File: src/rtl/nested_rec_rr_arbiter_if.sv
// Request/response bundle for nested_rec_rr_arbiter: NUM_REQ record sources in,
// one registered record stream plus a completed-packet counter out.
interface nested_rec_rr_arbiter_if #(
    parameter int NUM_REQ = 4,
    parameter int REC_W   = 11
);
    localparam int SRC_W = (NUM_REQ > 1) ? $clog2(NUM_REQ) : 1;

    logic [NUM_REQ-1:0]       req_valid;
    logic [NUM_REQ*REC_W-1:0] req_rec;
    logic [NUM_REQ-1:0]       req_ready;
    logic                     out_valid;
    logic [REC_W-1:0]         out_rec;
    logic [SRC_W-1:0]         out_src;
    logic                     out_ready;
    logic [15:0]              pkt_count;

    modport slave (
        input  req_valid, req_rec, out_ready,
        output req_ready, out_valid, out_rec, out_src, pkt_count
    );

    modport master (
        output req_valid, req_rec, out_ready,
        input  req_ready, out_valid, out_rec, out_src, pkt_count
    );
endinterface

File: src/rtl/nested_rec_rr_arbiter.sv
// Packet-locking round-robin arbiter: forwards whole packets of nested-struct
// records from NUM_REQ requesters into one registered output stage.
module nested_rec_rr_arbiter #(
    parameter int NUM_REQ = 4,
    parameter int ID_W    = 2,
    parameter int DATA_W  = 8
) (
    input  logic                   clk,
    input  logic                   rst_n,
    nested_rec_rr_arbiter_if.slave bus
);
    localparam int REC_W = 1 + ID_W + DATA_W;
    localparam int SRC_W = (NUM_REQ > 1) ? $clog2(NUM_REQ) : 1;

    typedef struct packed {
        logic            last;
        logic [ID_W-1:0] id;
    } hdr_t;

    typedef struct packed {
        logic [DATA_W-1:0] data;
    } pay_t;

    typedef struct packed {
        hdr_t hdr;
        pay_t pay;
    } rec_t;

    typedef enum logic [0:0] {
        ST_IDLE   = 1'b0,
        ST_LOCKED = 1'b1
    } state_t;

    state_t             state_r,    state_s;
    logic [SRC_W-1:0]   rr_ptr_r,   rr_ptr_s;
    logic [SRC_W-1:0]   lock_idx_r, lock_idx_s;
    logic               out_valid_r, out_valid_s;
    rec_t               out_rec_r,  out_rec_s;
    logic [SRC_W-1:0]   out_src_r,  out_src_s;
    logic [15:0]        pkt_count_r, pkt_count_s;

    logic               can_load_s;
    logic [SRC_W:0]     probe_s;
    logic [SRC_W-1:0]   winner_s;
    logic               winner_found_s;
    logic [SRC_W-1:0]   sel_idx_s;
    logic               sel_en_s;
    logic [NUM_REQ-1:0] req_ready_s;
    logic               taken_s;
    rec_t               taken_rec_s;

    function automatic logic [SRC_W-1:0] next_idx(input logic [SRC_W-1:0] idx);
        if (idx == SRC_W'(NUM_REQ - 1)) begin
            next_idx = '0;
        end else begin
            next_idx = idx + SRC_W'(1);
        end
    endfunction

    assign can_load_s = !out_valid_r || bus.out_ready;

    // Round-robin search for the first valid requester starting at rr_ptr.
    always_comb begin
        winner_s       = '0;
        winner_found_s = 1'b0;
        probe_s        = '0;
        for (int k = 0; k < NUM_REQ; k++) begin
            probe_s = {1'b0, rr_ptr_r} + (SRC_W + 1)'(k);
            if (probe_s >= (SRC_W + 1)'(NUM_REQ)) begin
                probe_s = probe_s - (SRC_W + 1)'(NUM_REQ);
            end else begin
                probe_s = probe_s;
            end
            if (!winner_found_s && bus.req_valid[probe_s[SRC_W-1:0]]) begin
                winner_s       = probe_s[SRC_W-1:0];
                winner_found_s = 1'b1;
            end else begin
                winner_found_s = winner_found_s;
            end
        end
    end

    // Grant: a held lock overrides the round-robin winner; ready is forced low in reset.
    always_comb begin
        req_ready_s = '0;
        if (state_r == ST_LOCKED) begin
            sel_idx_s = lock_idx_r;
            sel_en_s  = 1'b1;
        end else begin
            sel_idx_s = winner_s;
            sel_en_s  = winner_found_s;
        end
        if (rst_n && sel_en_s) begin
            req_ready_s[sel_idx_s] = can_load_s;
        end else begin
            req_ready_s = '0;
        end
        taken_s     = req_ready_s[sel_idx_s] && bus.req_valid[sel_idx_s];
        taken_rec_s = rec_t'(bus.req_rec[int'(sel_idx_s) * REC_W +: REC_W]);
    end

    // Packet-lock FSM next state; rr_ptr moves only when a packet's last beat is taken.
    always_comb begin
        state_s    = state_r;
        rr_ptr_s   = rr_ptr_r;
        lock_idx_s = lock_idx_r;
        case (state_r)
            ST_IDLE: begin
                if (taken_s && taken_rec_s.hdr.last) begin
                    rr_ptr_s = next_idx(winner_s);
                end else if (taken_s) begin
                    state_s    = ST_LOCKED;
                    lock_idx_s = winner_s;
                end else begin
                    state_s = ST_IDLE;
                end
            end
            ST_LOCKED: begin
                if (taken_s && taken_rec_s.hdr.last) begin
                    state_s  = ST_IDLE;
                    rr_ptr_s = next_idx(lock_idx_r);
                end else begin
                    state_s = ST_LOCKED;
                end
            end
            default: begin
                state_s    = ST_IDLE;
                rr_ptr_s   = '0;
                lock_idx_s = '0;
            end
        endcase
    end

    // Output stage: reload on a taken beat, otherwise drain or hold under backpressure.
    always_comb begin
        out_valid_s = out_valid_r;
        out_rec_s   = out_rec_r;
        out_src_s   = out_src_r;
        pkt_count_s = pkt_count_r;
        if (taken_s) begin
            out_valid_s = 1'b1;
            out_rec_s   = taken_rec_s;
            out_src_s   = sel_idx_s;
        end else if (out_valid_r && bus.out_ready) begin
            out_valid_s = 1'b0;
        end else begin
            out_valid_s = out_valid_r;
        end
        if (out_valid_r && bus.out_ready && out_rec_r.hdr.last) begin
            pkt_count_s = pkt_count_r + 16'd1;
        end else begin
            pkt_count_s = pkt_count_r;
        end
    end

    // State and output registers.
    always_ff @(posedge clk or negedge rst_n) begin
        if (!rst_n) begin
            state_r     <= ST_IDLE;
            rr_ptr_r    <= '0;
            lock_idx_r  <= '0;
            out_valid_r <= 1'b0;
            out_rec_r   <= '0;
            out_src_r   <= '0;
            pkt_count_r <= 16'd0;
        end else begin
            state_r     <= state_s;
            rr_ptr_r    <= rr_ptr_s;
            lock_idx_r  <= lock_idx_s;
            out_valid_r <= out_valid_s;
            out_rec_r   <= out_rec_s;
            out_src_r   <= out_src_s;
            pkt_count_r <= pkt_count_s;
        end
    end

    assign bus.req_ready = req_ready_s;
    assign bus.out_valid = out_valid_r;
    assign bus.out_rec   = out_rec_r;
    assign bus.out_src   = out_src_r;
    assign bus.pkt_count = pkt_count_r;

endmodule

File: src/flat_wrapper.sv
// flat-port wrapper written by rule: the top's interface ports become plain ports
module nested_rec_rr_arbiter_flat 
#(
    parameter int NUM_REQ = 4,
    parameter int ID_W    = 2,
    parameter int DATA_W  = 8
)
  (clk, rst_n, bus_req_valid, bus_req_rec, bus_out_ready, bus_req_ready, bus_out_valid, bus_out_rec, bus_out_src, bus_pkt_count);
  nested_rec_rr_arbiter_if #(.NUM_REQ(NUM_REQ), .REC_W((11))) bus_i ();
  input  logic clk;
  input  logic rst_n;
  input wire logic [$bits(bus_i.req_valid)-1:0] bus_req_valid;
  input wire logic [$bits(bus_i.req_rec)-1:0] bus_req_rec;
  input wire logic [$bits(bus_i.out_ready)-1:0] bus_out_ready;
  output wire logic [$bits(bus_i.req_ready)-1:0] bus_req_ready;
  output wire logic [$bits(bus_i.out_valid)-1:0] bus_out_valid;
  output wire logic [$bits(bus_i.out_rec)-1:0] bus_out_rec;
  output wire logic [$bits(bus_i.out_src)-1:0] bus_out_src;
  output wire logic [$bits(bus_i.pkt_count)-1:0] bus_pkt_count;
  assign bus_i.req_valid = bus_req_valid;
  assign bus_i.req_rec = bus_req_rec;
  assign bus_i.out_ready = bus_out_ready;
  assign bus_req_ready = bus_i.req_ready;
  assign bus_out_valid = bus_i.out_valid;
  assign bus_out_rec = bus_i.out_rec;
  assign bus_out_src = bus_i.out_src;
  assign bus_pkt_count = bus_i.pkt_count;
  nested_rec_rr_arbiter #(.NUM_REQ(NUM_REQ), .ID_W(ID_W), .DATA_W(DATA_W)) u_core (.clk(clk), .rst_n(rst_n), .bus(bus_i));
endmodule
File: config.mk
export PLATFORM = sky130hd
export DESIGN_NAME = nested_rec_rr_arbiter_flat
export DESIGN_NICKNAME = d
export VERILOG_FILES = /design/src/rtl/nested_rec_rr_arbiter_if.sv /design/src/rtl/nested_rec_rr_arbiter.sv /design/src/flat_wrapper.sv
export SDC_FILE = /design/constraint.sdc
export NUM_CORES = 1
export LEC_CHECK = 0
export CORE_ASPECT_RATIO = 2
export CORE_MARGIN = 10
export CORE_UTILIZATION = 45
export DETAILED_ROUTE_END_ITERATION = 12
export PLACE_DENSITY = 0.92
export SLEW_MARGIN = 20
export SYNTH_ARGS = -nofsm -noshare
export SYNTH_HDL_FRONTEND = slang
export SYNTH_SLANG_ARGS = --single-unit
File: constraint.sdc
create_clock -name clk -period 3.8 [get_ports clk]
set_input_delay 0.76 -clock clk [delete_from_list [all_inputs] [get_ports clk]]
set_output_delay 0.76 -clock clk [all_outputs]
set_load 0.005 [all_outputs]
==> impl_results.md, run 1 <==
* Number of global-route vias before repair at 1,993
* Power share of the combinational group at between 40% and 50%
* Sw Share at between 30% and 40%
* Buffer and inverter count on the worst path at 2
* Placement Setup Slack at 0.189 ns
* Startpoint kind of the worst setup timing path: input pin
* First-pass GRT wire length at 10.3 mm
* Post-Synthesis Cells at 190
* Area growth from synthesis to layout at 52.2%
* Fin. max-slew vios at 0
* DR pass1 iterations at 4
* Worst hold slack at around 0.47 ns
* Full die area at 7660 um2
* Yosys warning count at 0
* Critical path data required time at 3.04 ns
* Synth Area per Inst at 10.5 um2
* Total power at around 1.8 mW
* Total count of hold-check failures in the final report at 0
* GPL Wtd Cong at ~0.9
* Worst-path clk slew at around 0.07 ns
* Highest-count cells in the layout ignoring fill and taps: sky130_fd_sc_hd__clkdlybuf4s50_1, sky130_fd_sc_hd__nand2_1, sky130_fd_sc_hd__dfrtp_1
* Setup repair after global routing missed its margin: no
* Die width at ~67 um
* Detailed-route vias per instance at between 5 and 6
* Lkg Pwr at approximately 1.3 nW
* Sequential standard cell area at ~880 um2
* Stages on worst setup path at 7
* Final #Nets at between 300 and 400
* Top-Level Pins at 85
* Max frequency at roughly 280 MHz
* Cell depth of the worst min-delay path at 2
* Synth unique cells at 39
* Final total negative setup slack at 0 ns
* CP dominant cell by count: sky130_fd_sc_hd__clkdlybuf4s50_1
* Internal power at between 1 and 1.5 mW
* Post-CTS sizing at 0
* Multi-input logic area at 1080 um2
* Power per unit of standard cell area at 601 nW/um2
* Diode insertion count for antenna repair at 0
* Cell row count at 34
* Synthesized net count at around 240
* Top routing layer used: met4
* Final setup violation count at 0
* Min setup slack post-route at 0.203 ns
* Wire length the detailed router placed on met1 at roughly 2.0 mm
* Count of buffers added by post-CTS timing repair for setup at 0
* Crit end category: primary output
* Wire length per cell at 19.4 um
* Result of the run: completed
* Category of the critical setup timing path: in2out
* Number of antenna violations at the first check in global routing at 0
* CP Cell Sequence: clkdlybuf4s50_1 > a21boi_0 > o221ai_1 > o21a_1 > nand2b_1 > nor2b_1 > clkdlybuf4s50_1
* Crit-path leading delay family: buffers and inverters
* Most common library cell in the layout ignoring fill and taps: sky130_fd_sc_hd__clkdlybuf4s50_1
* Worst Path Max Fanout at 5
* Iteration-0 DRC count of the detailed router at 74
* Amount of wire on met2 after detailed routing at about 3.9 mm
* Flops & latches, synth at 35
* Largest clock skew in the final design at between 0.008 and 0.009 ns
* Number of vias after detailed routing at around 1,800
* Remaining number of nets flagged by the antenna check after routing at 0
* Number of sinks handled by clock tree synthesis at 35
* TritonCTS clock tree: built
* Switch Pwr at about 0.64 mW
* Number of buffers created by CTS at 5
* Routed WL at between 6 and 7 mm
* H-tree depth at 2
* Filler instances at 331
* Critical Path Max Stage Delay at 0.55 ns
* Most common flop cell mapped by yosys: sky130_fd_sc_hd__dfrtp_1
* Die Ht at approximately 110 um
* Critical Path AT at ~2.8 ns
* Final Core Density at a little over two thirds
* Insertion delay to the later sink of the worst-skew pair at just under 0.3 ns
* Type of the tightest min-delay check: reg2reg
* Clock group share of total power at 18.8%
* Post-synthesis async set-or-reset flop share at 100%
* Max stage delay cell, worst path: sky130_fd_sc_hd__clkdlybuf4s50_1
* Effective utilization at floorplan at a little under half
* Bufs on Longest Clock Path at 2
* Residual DRC count at 0
* Max Cap Violations at 0
* Register share of total power at between 30% and 40%
* Worst slew pin tran at 0.643 ns
* Global routing usage summed across all routing layers at between 10% and 20%
* Final period util at 94.6%
* Post-layout min period at 3.60 ns
* Sequential element share of the synthesized area at a little over two fifths
* Maximum VDD drop at 0.000420 V
* Remaining global-route overflow at 0
* Fraction of layout cells with a size suffix above 1 at around an eighth
* Detailed route wirelength on metal3 at a little over 400 um
* CTS Hold Bufs at 0
* Relative max-transition margin at between 50 and 60%
* Post-synth EDFFs at 0
* Netlist area before placement at roughly 2000 um2
* IO buf count at 84
* Clock root buffer: sky130_fd_sc_hd__clkbuf_8
* Logic depth of the worst register-to-register path at 7
* Core region area at 4340 um2
* Half-perimeter wire length after detailed placement at approximately 5.4 mm
* Maximum number of pins on one net before global-route repair at 37
## power by group through the flow
| stage | Sequential (mW) | Combinational [mW] | Clock, mW |
|---|---|---|---|
| after CTS | 0.589 | 0.901 | 0.346 |
| after detailed placement | 0.593 | 0.892 | 0 |
| after global placement | 0.586 | 0.858 | 0 |
| after floorplan | 0.571 | 0.503 | 0 |
| after global routing | 0.606 | 0.970 | 0.360 |
| final | 0.592 | 0.888 | 0.343 |
## Yosys cell counts (3+ instances only)
cell type                  number  area (um2)
sky130_fd_sc_hd__nand4_1        5        31.3
sky130_fd_sc_hd__mux4_2        11         248
sky130_fd_sc_hd__nand2b_1       3        18.8
sky130_fd_sc_hd__nand2_1       54         203
sky130_fd_sc_hd__a21oi_1        3        15.0
sky130_fd_sc_hd__nand3_1        4        20.0
sky130_fd_sc_hd__xnor2_1       13         114
sky130_fd_sc_hd__and3_1         3        18.8
sky130_fd_sc_hd__o21ai_0        4        20.0
sky130_fd_sc_hd__nor2_1        13        48.8
sky130_fd_sc_hd__buf_2          4        20.0
sky130_fd_sc_hd__mux2i_1        4        40.0
sky130_fd_sc_hd__dfrtp_1       35         876
## per-stage QoR
stage,instance area [um2],instances
2_1_floorplan,2000,190
3_3_place_gp,2920,329
3_5_place_dp,2920,329
4_1_cts,3040,337
5_1_grt,3040,337
6_report,3040,337
## area by class of cell
class | instances | share of cell area [%]
multi-input combinational | 147 | 35.6
timing repair buffer | 91 | 29.3
sequential | 35 | 28.8
clock buffer | 5 | 2.27
tap | 54 | 2.22
clock inverter | 3 | 1.57
inverter | 2 | 0.247
## path summary, 6_finish.rpt
check	from	end	slack [ns]
max	bus_req_valid[1]	bus_req_ready[3]	0.20
max reg2reg	u_core.rr_ptr_r[0]$_DFFE_PN0P_	u_core.rr_ptr_r[1]$_DFFE_PN0P_	1.44
min reg2reg	u_core.bus.out_rec[3]$_DFFE_PN0P_	u_core.bus.out_rec[3]$_DFFE_PN0P_	0.47
max in group asynchronous	rst_n	u_core.bus.pkt_count[0]$_DFFE_PN0P_	2.95
min	u_core.bus.out_rec[3]$_DFFE_PN0P_	u_core.bus.out_rec[3]$_DFFE_PN0P_	0.47
min in group asynchronous	rst_n	u_core.bus.pkt_count[9]$_DFFE_PN0P_	0.53
## state kept, by name (all words and copies together) (netlist names), named ones only
name / cells
u_core.bus.out_rec: 11
u_core.lock_idx_r: 2
u_core.rr_ptr_r: 2
u_core.bus.out_src: 2
u_core.bus.pkt_count: 16
u_core.bus.out_valid: 1
## per-layer routing
layer / global-route usage (%) / up-vias
met2: 33.8 / 52
li1: - / 854
met4: 7.44 / 0
met1: 16.1 / 905
met5: 0 / -
met3: 3.82 / 16
## worst reg2reg max path: stages, from the launching register on
cell                       delay (ns)
sky130_fd_sc_hd__dfrtp_1         0.44
sky130_fd_sc_hd__and2b_1         0.23
sky130_fd_sc_hd__a311oi_2        0.06
sky130_fd_sc_hd__o31ai_4         0.35
sky130_fd_sc_hd__buf_4           0.23
sky130_fd_sc_hd__mux2_2          0.37
sky130_fd_sc_hd__a22oi_2         0.21
sky130_fd_sc_hd__mux2_1          0.35
## kinds of logic after synthesis
| logic type | share of synthesized area, % |
|---|---|
| xor gates and xnor gates | 6.58 |
| DFF | 43.9 |
| AOI/OAI and AO/OA | 7.77 |
| buffers and inverters | 1.94 |
| and+or+nand+nor | 20.4 |
| adders and majority gates | 1.25 |
| muxes | 18.2 |
Power figures use the tool's default switching activity.
==> run 2: changes to the inputs <==
Settings changed: HOLD_SLACK_MARGIN set to 0.06, SLEW_MARGIN 20 to 5.
==> results of run 2 <==
Final layout, timing and power as in run 1 (identical DEF).
